`config.mk`:
```
export PLATFORM = sky130hd
export DESIGN_NAME = draw_sequencer
export DESIGN_NICKNAME = d
export VERILOG_FILES = /design/src/rtl/draw_pkg.sv /design/src/rtl/raster_counter.sv /design/src/rtl/draw_sequencer.sv
export SDC_FILE = /design/constraint.sdc
export NUM_CORES = 1
export LEC_CHECK = 0
export CAP_MARGIN = 20
export CORE_MARGIN = 2
export CORE_UTILIZATION = 50
export DETAILED_ROUTE_END_ITERATION = 6
export GPL_ROUTABILITY_DRIVEN = 0
export GPL_TIMING_DRIVEN = 0
export PLACE_DENSITY = 0.81
export SLEW_MARGIN = 20
export SYNTH_ARGS = -nofsm -noshare
export SYNTH_HDL_FRONTEND = slang
export SYNTH_SLANG_ARGS = --single-unit
```
`constraint.sdc`:
```
create_clock -name CLOCK_50 -period 5.7 [get_ports CLOCK_50]
set_clock_uncertainty 0.2 [all_clocks]
set_input_delay 1.425 -clock CLOCK_50 [delete_from_list [all_inputs] [get_ports CLOCK_50]]
set_output_delay 1.425 -clock CLOCK_50 [all_outputs]
set_load 0.01 [all_outputs]
```
`src/rtl/draw_pkg.sv`:
```
// draw_pkg: shared state encoding, colour constants and default screen geometry for the draw sequencer
package draw_pkg;
  typedef enum logic [2:0] {S_IDLE, S_CLEAR, S_PLAY, S_FINAL, S_WIN, S_DONE} state_t;
  localparam logic [2:0] BLACK = 3'b000;
  localparam logic [2:0] WHITE = 3'b111;
  localparam int DEF_X_W = 8;
  localparam int DEF_Y_W = 7;
  localparam int DEF_X_MAX = 159;
  localparam int DEF_Y_MAX = 119;
endpackage

```
`src/rtl/raster_counter.sv`:
```
// raster_counter: x-then-y raster scan over a rectangle [X0..X_LAST] x [Y0..Y_LAST]
// ports: clk, rst (async), en advances one pixel, clr reloads the origin,
//        x/y current pixel, last high on the final pixel of the rectangle
module raster_counter #(
  parameter int X_W = 8,
  parameter int Y_W = 7,
  parameter int X0 = 0,
  parameter int Y0 = 0,
  parameter int X_LAST = 159,
  parameter int Y_LAST = 119
) (
  input  logic           clk,
  input  logic           rst,
  input  logic           en,
  input  logic           clr,
  output logic [X_W-1:0] x,
  output logic [Y_W-1:0] y,
  output logic           last
);
  logic x_end, y_end;
  assign x_end = x == X_W'(X_LAST);
  assign y_end = y == Y_W'(Y_LAST);
  assign last = x_end && y_end;
  always_ff @(posedge clk or posedge rst)
    if (rst) begin
      x <= '0;
      y <= '0;
    end else if (clr) begin
      x <= X_W'(X0);
      y <= Y_W'(Y0);
    end else if (en) begin
      x <= x_end ? X_W'(X0) : x + 1'b1;
      if (x_end) y <= y_end ? Y_W'(Y0) : y + 1'b1;
    end
endmodule

```
`src/rtl/draw_sequencer.sv`:
```
// draw_sequencer: game draw FSM -- screen clear, per-round player/timer pixels, final clear, winner square
// ports: CLOCK_50/reset (async), start and timer_tick pulses, packed player positions/alive/colours,
//        winner index; registered pixel stream x/y/colour/plot plus running and done status
module draw_sequencer
  import draw_pkg::*;
#(
  parameter int NUM_PLAYERS = 4,
  parameter int X_W = DEF_X_W,
  parameter int Y_W = DEF_Y_W,
  parameter int X_MAX = DEF_X_MAX,
  parameter int Y_MAX = DEF_Y_MAX,
  parameter int TIMER_ROW = DEF_Y_MAX,
  parameter int WIN_X = 80,
  parameter int WIN_Y = 60,
  parameter int WIN_SIZE = 4
) (
  input  logic                             CLOCK_50,
  input  logic                             reset,
  input  logic                             start,
  input  logic                             timer_tick,
  input  logic [NUM_PLAYERS*(X_W+Y_W)-1:0] p_pos,
  input  logic [NUM_PLAYERS-1:0]           p_alive,
  input  logic [NUM_PLAYERS*3-1:0]         p_colour,
  input  logic [2:0]                       winner,
  output logic [X_W-1:0]                   x,
  output logic [Y_W-1:0]                   y,
  output logic [2:0]                       colour,
  output logic                             plot,
  output logic                             running,
  output logic                             done
);
  localparam int PW = X_W + Y_W;
  localparam int SW = $clog2(NUM_PLAYERS + 1);
  localparam int NS = 1 << SW;
  // slot index NUM_PLAYERS is the timer cycle that closes every round
  localparam logic [SW-1:0] LAST_SLOT = SW'(NUM_PLAYERS);
  state_t state_q, state_d;
  logic [SW-1:0] slot_q;
  logic [X_W-1:0] timer_x_q;
  logic [2:0] win_col_q;
  logic [X_W-1:0] px [NS];
  logic [Y_W-1:0] py [NS];
  logic [2:0] pc [NS];
  logic pa [NS];
  logic [2:0] wc [8];
  logic [X_W-1:0] scr_x, win_x;
  logic [Y_W-1:0] scr_y, win_y;
  logic scr_en, scr_last, win_en, win_last, timer_last, round_end;
  // unpack player slices into slot-indexed tables; unused slots read as dead
  for (genvar g = 0; g < NS; g++) begin : g_slot
    if (g < NUM_PLAYERS) begin : g_p
      assign {px[g], py[g]} = p_pos[g*PW +: PW];
      assign pc[g] = p_colour[g*3 +: 3];
      assign pa[g] = p_alive[g];
    end else begin : g_n
      assign px[g] = '0;
      assign py[g] = '0;
      assign pc[g] = BLACK;
      assign pa[g] = 1'b0;
    end
  end
  // winner indices beyond the player count draw white
  for (genvar g = 0; g < 8; g++) begin : g_win
    if (g < NUM_PLAYERS) begin : g_p
      assign wc[g] = p_colour[g*3 +: 3];
    end else begin : g_n
      assign wc[g] = WHITE;
    end
  end
  assign scr_en = state_q == S_CLEAR || state_q == S_FINAL;
  assign win_en = state_q == S_WIN;
  assign timer_last = timer_x_q == X_W'(X_MAX);
  assign round_end = state_q == S_PLAY && slot_q == LAST_SLOT;
  // counters sit at their origin whenever their sweep is idle, so each sweep starts clean
  raster_counter #(
    .X_W(X_W), .Y_W(Y_W), .X0(0), .Y0(0), .X_LAST(X_MAX), .Y_LAST(Y_MAX)
  ) u_scr (
    .clk(CLOCK_50), .rst(reset), .en(scr_en), .clr(!scr_en),
    .x(scr_x), .y(scr_y), .last(scr_last)
  );
  raster_counter #(
    .X_W(X_W), .Y_W(Y_W), .X0(WIN_X), .Y0(WIN_Y),
    .X_LAST(WIN_X + WIN_SIZE - 1), .Y_LAST(WIN_Y + WIN_SIZE - 1)
  ) u_win (
    .clk(CLOCK_50), .rst(reset), .en(win_en), .clr(!win_en),
    .x(win_x), .y(win_y), .last(win_last)
  );
  always_comb begin
    state_d = state_q;
    case (state_q)
      S_IDLE, S_DONE: state_d = start ? S_CLEAR : state_q;
      S_CLEAR: state_d = scr_last ? S_PLAY : S_CLEAR;
      S_PLAY: state_d = round_end && (timer_last || p_alive == '0) ? S_FINAL : S_PLAY;
      S_FINAL: state_d = scr_last ? S_WIN : S_FINAL;
      S_WIN: state_d = win_last ? S_DONE : S_WIN;
      default: state_d = S_IDLE;
    endcase
  end
  // pixel outputs lag the state by one cycle; running/done are delayed to stay aligned with them
  always_ff @(posedge CLOCK_50 or posedge reset)
    if (reset) begin
      state_q <= S_IDLE;
      slot_q <= '0;
      timer_x_q <= '0;
      win_col_q <= BLACK;
      x <= '0;
      y <= '0;
      colour <= BLACK;
      plot <= 1'b0;
      running <= 1'b0;
      done <= 1'b0;
    end else begin
      state_q <= state_d;
      running <= state_q == S_PLAY;
      done <= state_q == S_DONE;
      slot_q <= state_q == S_PLAY && slot_q != LAST_SLOT ? slot_q + 1'b1 : '0;
      if (state_q == S_CLEAR) timer_x_q <= '0;
      else if (state_q == S_PLAY && timer_tick && !timer_last) timer_x_q <= timer_x_q + 1'b1;
      if (state_q == S_FINAL && scr_last) win_col_q <= wc[winner];
      plot <= 1'b0;
      case (state_q)
        S_CLEAR, S_FINAL: begin
          plot <= 1'b1;
          x <= scr_x;
          y <= scr_y;
          colour <= BLACK;
        end
        S_PLAY: begin
          plot <= slot_q == LAST_SLOT ? 1'b1 : pa[slot_q];
          x <= slot_q == LAST_SLOT ? timer_x_q : px[slot_q];
          y <= slot_q == LAST_SLOT ? Y_W'(TIMER_ROW) : py[slot_q];
          colour <= slot_q == LAST_SLOT ? WHITE : pc[slot_q];
        end
        S_WIN: begin
          plot <= 1'b1;
          x <= win_x;
          y <= win_y;
          colour <= win_col_q;
        end
        default: ;
      endcase
    end
endmodule

```
Word level (Yosys, flattened, before mapping)

Cells that the tools add are included.

Output and inout port bits: 21
Bits of input ports: 83
Bits in registers: 68

Reduce and logical (&&, ||, !) cells: 18
Mux-type cells: 42
Equal/unequal tests: 15
$add $sub $neg: 6
Bitwise logic cells: 2
Order comparisons: 2

Operators with widths:

| operator                                                  | number |
|---|---|
| two-way mux 8 bit                                         | 9 |
| two-way mux 7 bit                                         | 9 |
| adder 8 x 1 -> 8 bit (second input constant)              | 3 |
| binary-select mux 8 bit (select 3 bit)                    | 1 |
| two-way mux 3 bit                                         | 8 |
| case mux 8 bit (3 select lines)                           | 1 |
| binary-select mux 7 bit (select 3 bit)                    | 1 |
| case mux 7 bit (3 select lines)                           | 1 |
| binary-select mux 3 bit (select 3 bit)                    | 2 |
| equality test 8 bit (second input constant)               | 2 |
| case mux 3 bit (5 select lines)                           | 1 |
| adder 7 x 1 -> 7 bit (second input constant)              | 2 |
| equality test 3 bit (second input constant)               | 3 |
| case mux 3 bit (3 select lines)                           | 1 |
| equality test 8 x 7 -> 1 bit (second input constant)      | 1 |
| greater-or-equal comparator 4 bit (second input constant) | 2 |
| logical AND 1 bit                                         | 8 |
| NOT 3 -> 4 bit                                            | 2 |
| equality test 7 x 6 -> 1 bit (second input constant)      | 1 |
| equality test 7 bit (second input constant)               | 1 |
| equality test 3 x 2 -> 1 bit (second input constant)      | 2 |
| two-way mux 1 bit                                         | 5 |
| logical NOT 4 bit                                         | 1 |
| inequality test 2 bit (second input constant)             | 2 |
| other kinds (14)                                          | 16 |

Depth between registers and ports, before layout

Gate-level depths: netlist of the first run.

Depth after elaboration: 6
Mapped depth: 9

Modules after synthesis

From an unflattened synthesis of the first run, not the netlist that was laid out.

Cell total of the unflattened synthesis: 438
Area, all modules: 4294.1 um2

Modules (own cells, without submodules):

| module                  | cells each | area each (um2) | times used |
|---|---|---|---|
| draw_sequencer          | 267        | 2666.3          | 1 |
| raster_counter at u_win | 87         | 827.0           | 1 |
| raster_counter at u_scr | 84         | 800.8           | 1 |

Least setup slack after synthesis of the first run

OpenSTA, ideal clock, no wires.

Path kind: input to register
From: input port p_pos[17]
To: register y[2]
Data required time: 5.374 ns
Setup time: 0.126 ns
Arrival: 2.344 ns
Path buffers: 0
Setup slack: 3.030 ns
Cell stages on the path: 3
Cell sequence: mux4_1 > a22o_1 > a311o_1

Word-level cells in the longest chain between the ends: 5

Ends and longest elaborated chain:

| element                                              | RTL line              | text |
|---|---|---|
| start: declaration                                   | draw_sequencer.sv:21  | `input logic [NUM_PLAYERS*(X_W+Y_W)-1:0] p_pos,` |
| binary-select mux 7 bit (select 3 bit)               | draw_sequencer.sv:131 | `y <= slot_q == LAST_SLOT ? Y_W'(TIMER_ROW) : py[slot_q];` |
| two-way mux 7 bit (not written as such) (2 in a row) | draw_sequencer.sv:131 |  |
| two-way mux 7 bit                                    | draw_sequencer.sv:131 |  |
| case mux 7 bit (3 select lines)                      | draw_sequencer.sv:121 | `case (state_q)` |
| end signal: assignment                               | draw_sequencer.sv:125 | `y <= scr_y;` |
| end signal: assignment                               | draw_sequencer.sv:131 |  |
| end signal: assignment                               | draw_sequencer.sv:137 | `y <= win_y;` |
| end: declaration                                     | draw_sequencer.sv:26  | `output logic [Y_W-1:0] y,` |

No other way between the ends. The select of a mux whose other input is x is not followed.
A chain may end at the register's enable or synchronous reset.

Worst setup path after layout of the first run

From: register y[3]
To: output port y[3]

No word-level cell between the ends.

==> results of run 1 <==
-- per-layer routing --
metal  wire, um  share of wire, %  vias to the layer above
met2       5900                50                      131
met5          0                 0                        -
met3        640               5.4                       18
met4        272               2.3                        0
li1           -                 -                     1711
met1       5030                42                     1866
-- cell type report --
cell class              count  area share (%)
multi-input cells         298            41.4
clock buffers              13            3.05
repair buffers            104            19.0
clock inverters             1           0.136
well taps                 105            2.37
inverters                  17            1.20
flip-flops and latches     68            30.7
plain buffers              20            2.21
-- power breakdown --
part           switching [mW]  internal (mW)  leakage [nW]
registers              0.0281          0.525         0.882
clock network           0.174          0.189        0.0876
logic                   0.219          0.203          1.28
total                   0.421          0.918          2.25
-- cell usage after synthesis (4+ instances only) --
library cell and number:
dfrtp_1 68, nand2_1 36, nor2_1 35, a21oi_1 32
mux4_2 20, inv_1 17, mux2i_1 13, nand3_1 12
buf_2 11, o21ai_0 10, xnor2_1 10, xor2_1 10
a31oi_1 9, nand4_1 8, ha_1 7, o22ai_1 7
and2_1 6, and3_1 6, nor3_1 5, a211o_1 4
nand2b_1 4, nor2b_1 4, o211ai_1 4
-- logic make-up after synthesis --
family                   after synthesis
AO/OA/AOI/OAI                         88
XOR/XNOR                              20
adder cells (fa/ha/maj)                7
buffers and inverters                 37
flip-flops                            68
multiplexers                          35
AND/OR/NAND/NOR                      148
-- final timing paths --
| kind | start | to | slack, ps | cells past startpoint |
|---|---|---|---|---|
| worst max-delay path | y[3] | y[3] | 2800 | 1 |
| worst min-delay path | timer_x_q[4] | timer_x_q[4] | 320 | 1 |
| worst max register to register | slot_q[1] | x[0] | 3330 | 9 |
| worst min register to register | timer_x_q[4] | timer_x_q[4] | 320 | 1 |
| max in group asynchronous | reset | u_scr.x[0] | 3510 | 3 |
| min in group asynchronous | reset | running | 1250 | 2 |
-- sequential cells by signal (all words and copies together), names as in the netlist, 7 cells and up --
signal,flops
u_win.x,8
u_win.y,7
u_scr.x,8
x,8
timer_x_q,8
y,7
u_scr.y,7
-- metrics by stage --
step	hold WS, ps	instances	setup WS [ps]
after global placement	285	611	1180
after floorplan	254	403	2360
after detailed placement	300	612	2550
after global routing	336	626	2750
after CTS	315	626	2780
final	320	626	2800
==> flow_summary.ini, run 1 <==
[clocking]
post_cts_resize_count = 0
holdBufCountCts = 0
root_buffer = clkbuf_8
cts_tree = yes
clock-sinks = 68
htree_levels = 3
numCtsBuffers = 9
path_clk_slew_ps = 70
clock_path_buffers = 2
postCtsSetupBuffers = 0
clock_latency_ps = 340

[yosys]
yosys_warnings = 0
async_reset_ff_share_pct = 100
synthAdderAreaFrac_pct = 2.10
synth_seq_cells = 68
synth_area_leaders = dfrtp_1, mux4_2, a21oi_1
syn_avg_cell_area_um2 = 10.4
synth_simple_gate_area_share_pct = 20.0
synth_largest_area_cell = dfrtp_1
synth_top_area_share_pct = 40.7
synth.distinct_cells = 63
synth_xor_area_share_pct = 4.19
synth_compound_area_share_pct = 13.4
synth-edff-count = 0
netlist_area_um2 = 4180
synth_nets = 493
syn_inst = 403
synthMuxAreaShare_pct = 15.1
yosysSeqAreaShare_pct = 40.7
synth_ff_type = dfrtp_1
synth_top_family_by_area = simple AND/OR/NAND/NOR gates

[pwr]
p_per_area_nw_per_um2 = 242
peakVddDrop_uv = 155
leakagePower_nw = 2.25
power.total_mw = 1.34

[final_layout]
multi_input_area_um2 = 2290
mostFrequentLayoutCells = clkdlybuf4s50_1, dfrtp_1, nand2_1
fin_area_um2 = 5540
fillers = 651
drive_gt1_share_pct = 13.2
diodes = 0
fin_util_pct = 67.8
regArea_um2 = 1700
area_growth_pct = 32.6
final_nets = 608
layout_commonest_cell = clkdlybuf4s50_1

[run_status]
outcome = complete, no violations

[route]
wl_um = 11800
detail_route.vias_per_cell = 5.95
wl_per_cell_um = 18.9
firstDrtPassIters = 5
drc = 0
first_iter_violations = 306
vias = 3726
antenna_left = 0

[place]
io_buffers = 103
place_area_um2 = 5360
dpl.hpwl_um = 9360

[floorplan]
core_um2 = 8180
start_util_pct = 51.1
die_h_um = 95.4
rows = 33
ios = 104
die_area_um2 = 9100
die_w_um = 95.4

[min_path]
holdCritPathClass = reg -> reg

[grt]
grt_usage_pct = 27.6
grt_pass1_vias = 3694
grt_use_met1_pct = 38.4
met3_usage_pct = 4.35
grt_max_degree = 36
met2_usage_pct = 44.6
top_usage_layer = met2
antenna_found_initial = 0
grt_overflow = 0
grt_pass1_wl_um = 18900

[timing]
final_max_slew_viol_count = 0
max_freq_ghz = 0.344
hold_violations = 0
finalCriticalPeriod_ps = 2900
period_share_pct = 50.9
setup_violations = 0
fin_setup_tns_ps = 0
slew_headroom_pct = 47.8
rsz0062_at_grt = false
worstMarginPinSlew_ps = 777

[critical_path]
worstSetupStartpointType = register
crit_family = buffers and inverters
crit_chain = clkdlybuf4s50_1
path_class = reg -> out
cp.buffers_inverters = 1
worst_setup_path_end_kind = output port
worstPathRequired_ps = 4070
worstPathArrival_ps = 1280
cp_slowest_stage_delay_ps = 580
slowest_stage = clkdlybuf4s50_1
critPathMaxFanout = 3

[run]
drv_cap = 0
No activity file was read; power rests on OpenSTA's default activity.
==> inputs of run 2 (changes only) <==
Clock period 5.7 ns to 2.97 ns, I/O delays scaled along.
==> results of run 2 <==
The final DEF is identical to that of run 1. Status: complete, no violations.
Main changes from that run: setup slack after placement 2550 ps -> 501 ps; setup slack after layout 2800 ps -> 598 ps; start point of the critical path y[3] -> slot_q[1]; end point of the critical path y[3] -> x[0]; register-to-register setup slack 3330 ps -> 600 ps; total power 1.34 mW -> 2.57 mW; worst IR drop on VDD 155 uV -> 298 uV
==> inputs of run 3 (changes only) <==
Settings changed: CORE_UTILIZATION 50 to 45, PLACE_DENSITY 0.81 to 0.77.
Clock period 2.97 ns to 2.1 ns, I/O delays scaled along.
==> run 3 against run 2 <==
Against the previous run: utilization fell by 4.2 points; worst setup slack worse by 530 ps; flip-flop and latch count unchanged; wire length is 0.30% higher; largest power group unchanged.
==> flow_summary.ini, run 3 (same netlist as run 1, synthesis figures left out) <==
[run_status]
outcome = complete, no violations

[grt]
grt_max_degree = 35
grt_usage_pct = 24.0
grt_overflow = 0
grt_pass1_vias = 3669
grt_pass1_wl_um = 18300
antenna_found_initial = 0

[pwr]
swShare_pct = 32.1
p_per_area_nw_per_um2 = 645
peakVddDrop_uv = 331
power_frac_clock_pct = 28.8
p_int_mw = 2.54
power.total_mw = 3.73
pwr-share-comb_pct = 31.2
seq_power_share_pct = 40.0
p_switching_mw = 1.20
leakagePower_nw = 2.35

[timing]
hold_violations = 0
max_freq_ghz = 0.493
fin_setup_tns_ps = 0
setup_slack_ps = 69.6
worstMarginPinSlew_ps = 796
finalCriticalPeriod_ps = 2030
final_max_slew_viol_count = 0
period_share_pct = 96.7
slew_headroom_pct = 46.5
setup_violations = 0

[critical_path]
cp_slowest_stage_delay_ps = 560
worstSetupStartpointType = register
worstPathArrival_ps = 1310
cp.buffers_inverters = 1
worstPathRequired_ps = 1370
slowest_stage = clkdlybuf4s50_1
path_class = reg -> out
critPathMaxFanout = 2
crit_chain = clkdlybuf4s50_1
crit_family = buffers and inverters
worst_setup_path_end_kind = output port

[floorplan]
core_um2 = 9110
ios = 104
die_h_um = 100
die_area_um2 = 10100
die_w_um = 100
start_util_pct = 45.9
rows = 35

[clocking]
clock_path_buffers = 2
htree_levels = 3
clock-sinks = 68
holdBufCountCts = 0
numCtsBuffers = 9
cts_tree = yes
path_clk_slew_ps = 70
root_buffer = clkbuf_8
clock_latency_ps = 360

[final_layout]
fillers = 768
final_nets = 625
diodes = 0
regArea_um2 = 1700
area_growth_pct = 38.5
mostFrequentLayoutCells = clkdlybuf4s50_1, dfrtp_1, nand2_1, nor2_1, a21oi_1
multi_input_area_um2 = 2330
drive_gt1_share_pct = 17.4
layout_commonest_cell = clkdlybuf4s50_1

[route]
drc = 0
firstDrtPassIters = 4
first_iter_violations = 268
wl_per_cell_um = 18.2
detail_route.vias_per_cell = 5.80
vias = 3779
antenna_left = 0
wl_um = 11900

[run]
drv_cap = 0

[place]
io_buffers = 103
dpl.hpwl_um = 9030
dpl_worst_slack_ps = -385

[min_path]
holdCritPathClass = reg -> reg
-- run 3: layer usage --
metal | track usage (%) | wire length [um] | part of all wire (%) | vias up
met5 | 0 | 0 | 0 | -
met4 | 11.3 | 297 | 2.5 | 0
met3 | 4.94 | 900 | 7.6 | 20
met2 | 41.1 | 5910 | 50 | 168
met1 | 28.8 | 4760 | 40 | 1825
li1 | - | - | - | 1766
-- run 3: final timing paths --
path	start	to	slack, ps	cells after the start
max in group asynchronous	reset	slot_q[0]	680	4
min	timer_x_q[4]	timer_x_q[4]	290	1
min in group asynchronous	reset	u_win.x[5]	320	2
max	y[2]	y[2]	70	1
max reg2reg	u_scr.x[1]	state_q[2]	70	7
min reg2reg	timer_x_q[4]	timer_x_q[4]	290	1
-- run 3: final cells by class --
cell class | instances | share of cell area, %
clock buffers | 9 | 2.14
clock inverters | 7 | 1.17
inverters | 17 | 1.17
multi-input cells | 298 | 40.3
plain buffers | 19 | 2.49
well taps | 111 | 2.40
flip-flops and latches | 68 | 29.4
repair buffers | 122 | 20.9
-- run 3: power groups by stage --
stage	Sequential (mW)	Clock [mW]	Combinational (mW)
2_1_floorplan	1.55	0	0.597
3_3_place_gp	1.52	0	1.10
3_5_place_dp	1.52	0	1.13
4_1_cts	1.50	1.08	1.14
5_1_grt	1.51	1.13	1.27
6_report	1.49	1.08	1.16
-- run 3: stage by stage --
step	hold WS (ps)	instances	util, %	area (um^2)
floorplan	254	403	-	4180
global route	315	651	63.5	5790
detailed placement	280	619	59.3	5400
finish	294	651	63.5	5790
global placement	283	617	58.8	5350
CTS	291	638	62.1	5650
-- run 3: worst register-to-register path: cells and delay by family (launching register included) --
family                     cells  cell delay, ps
and+or+nand+nor                3             590
DFF                            1             410
adders and majority gates      1             200
buffers and inverters          2             250
AOI/OAI and AO/OA              1             250
-- run 3: what timing repair did --
item	in CTS	in global routing
setup buffers	4	13
endpoints found under the hold margin	0	0
endpoints found under the setup margin	18	19
pin swaps	1	4
gates resized for setup	10	7
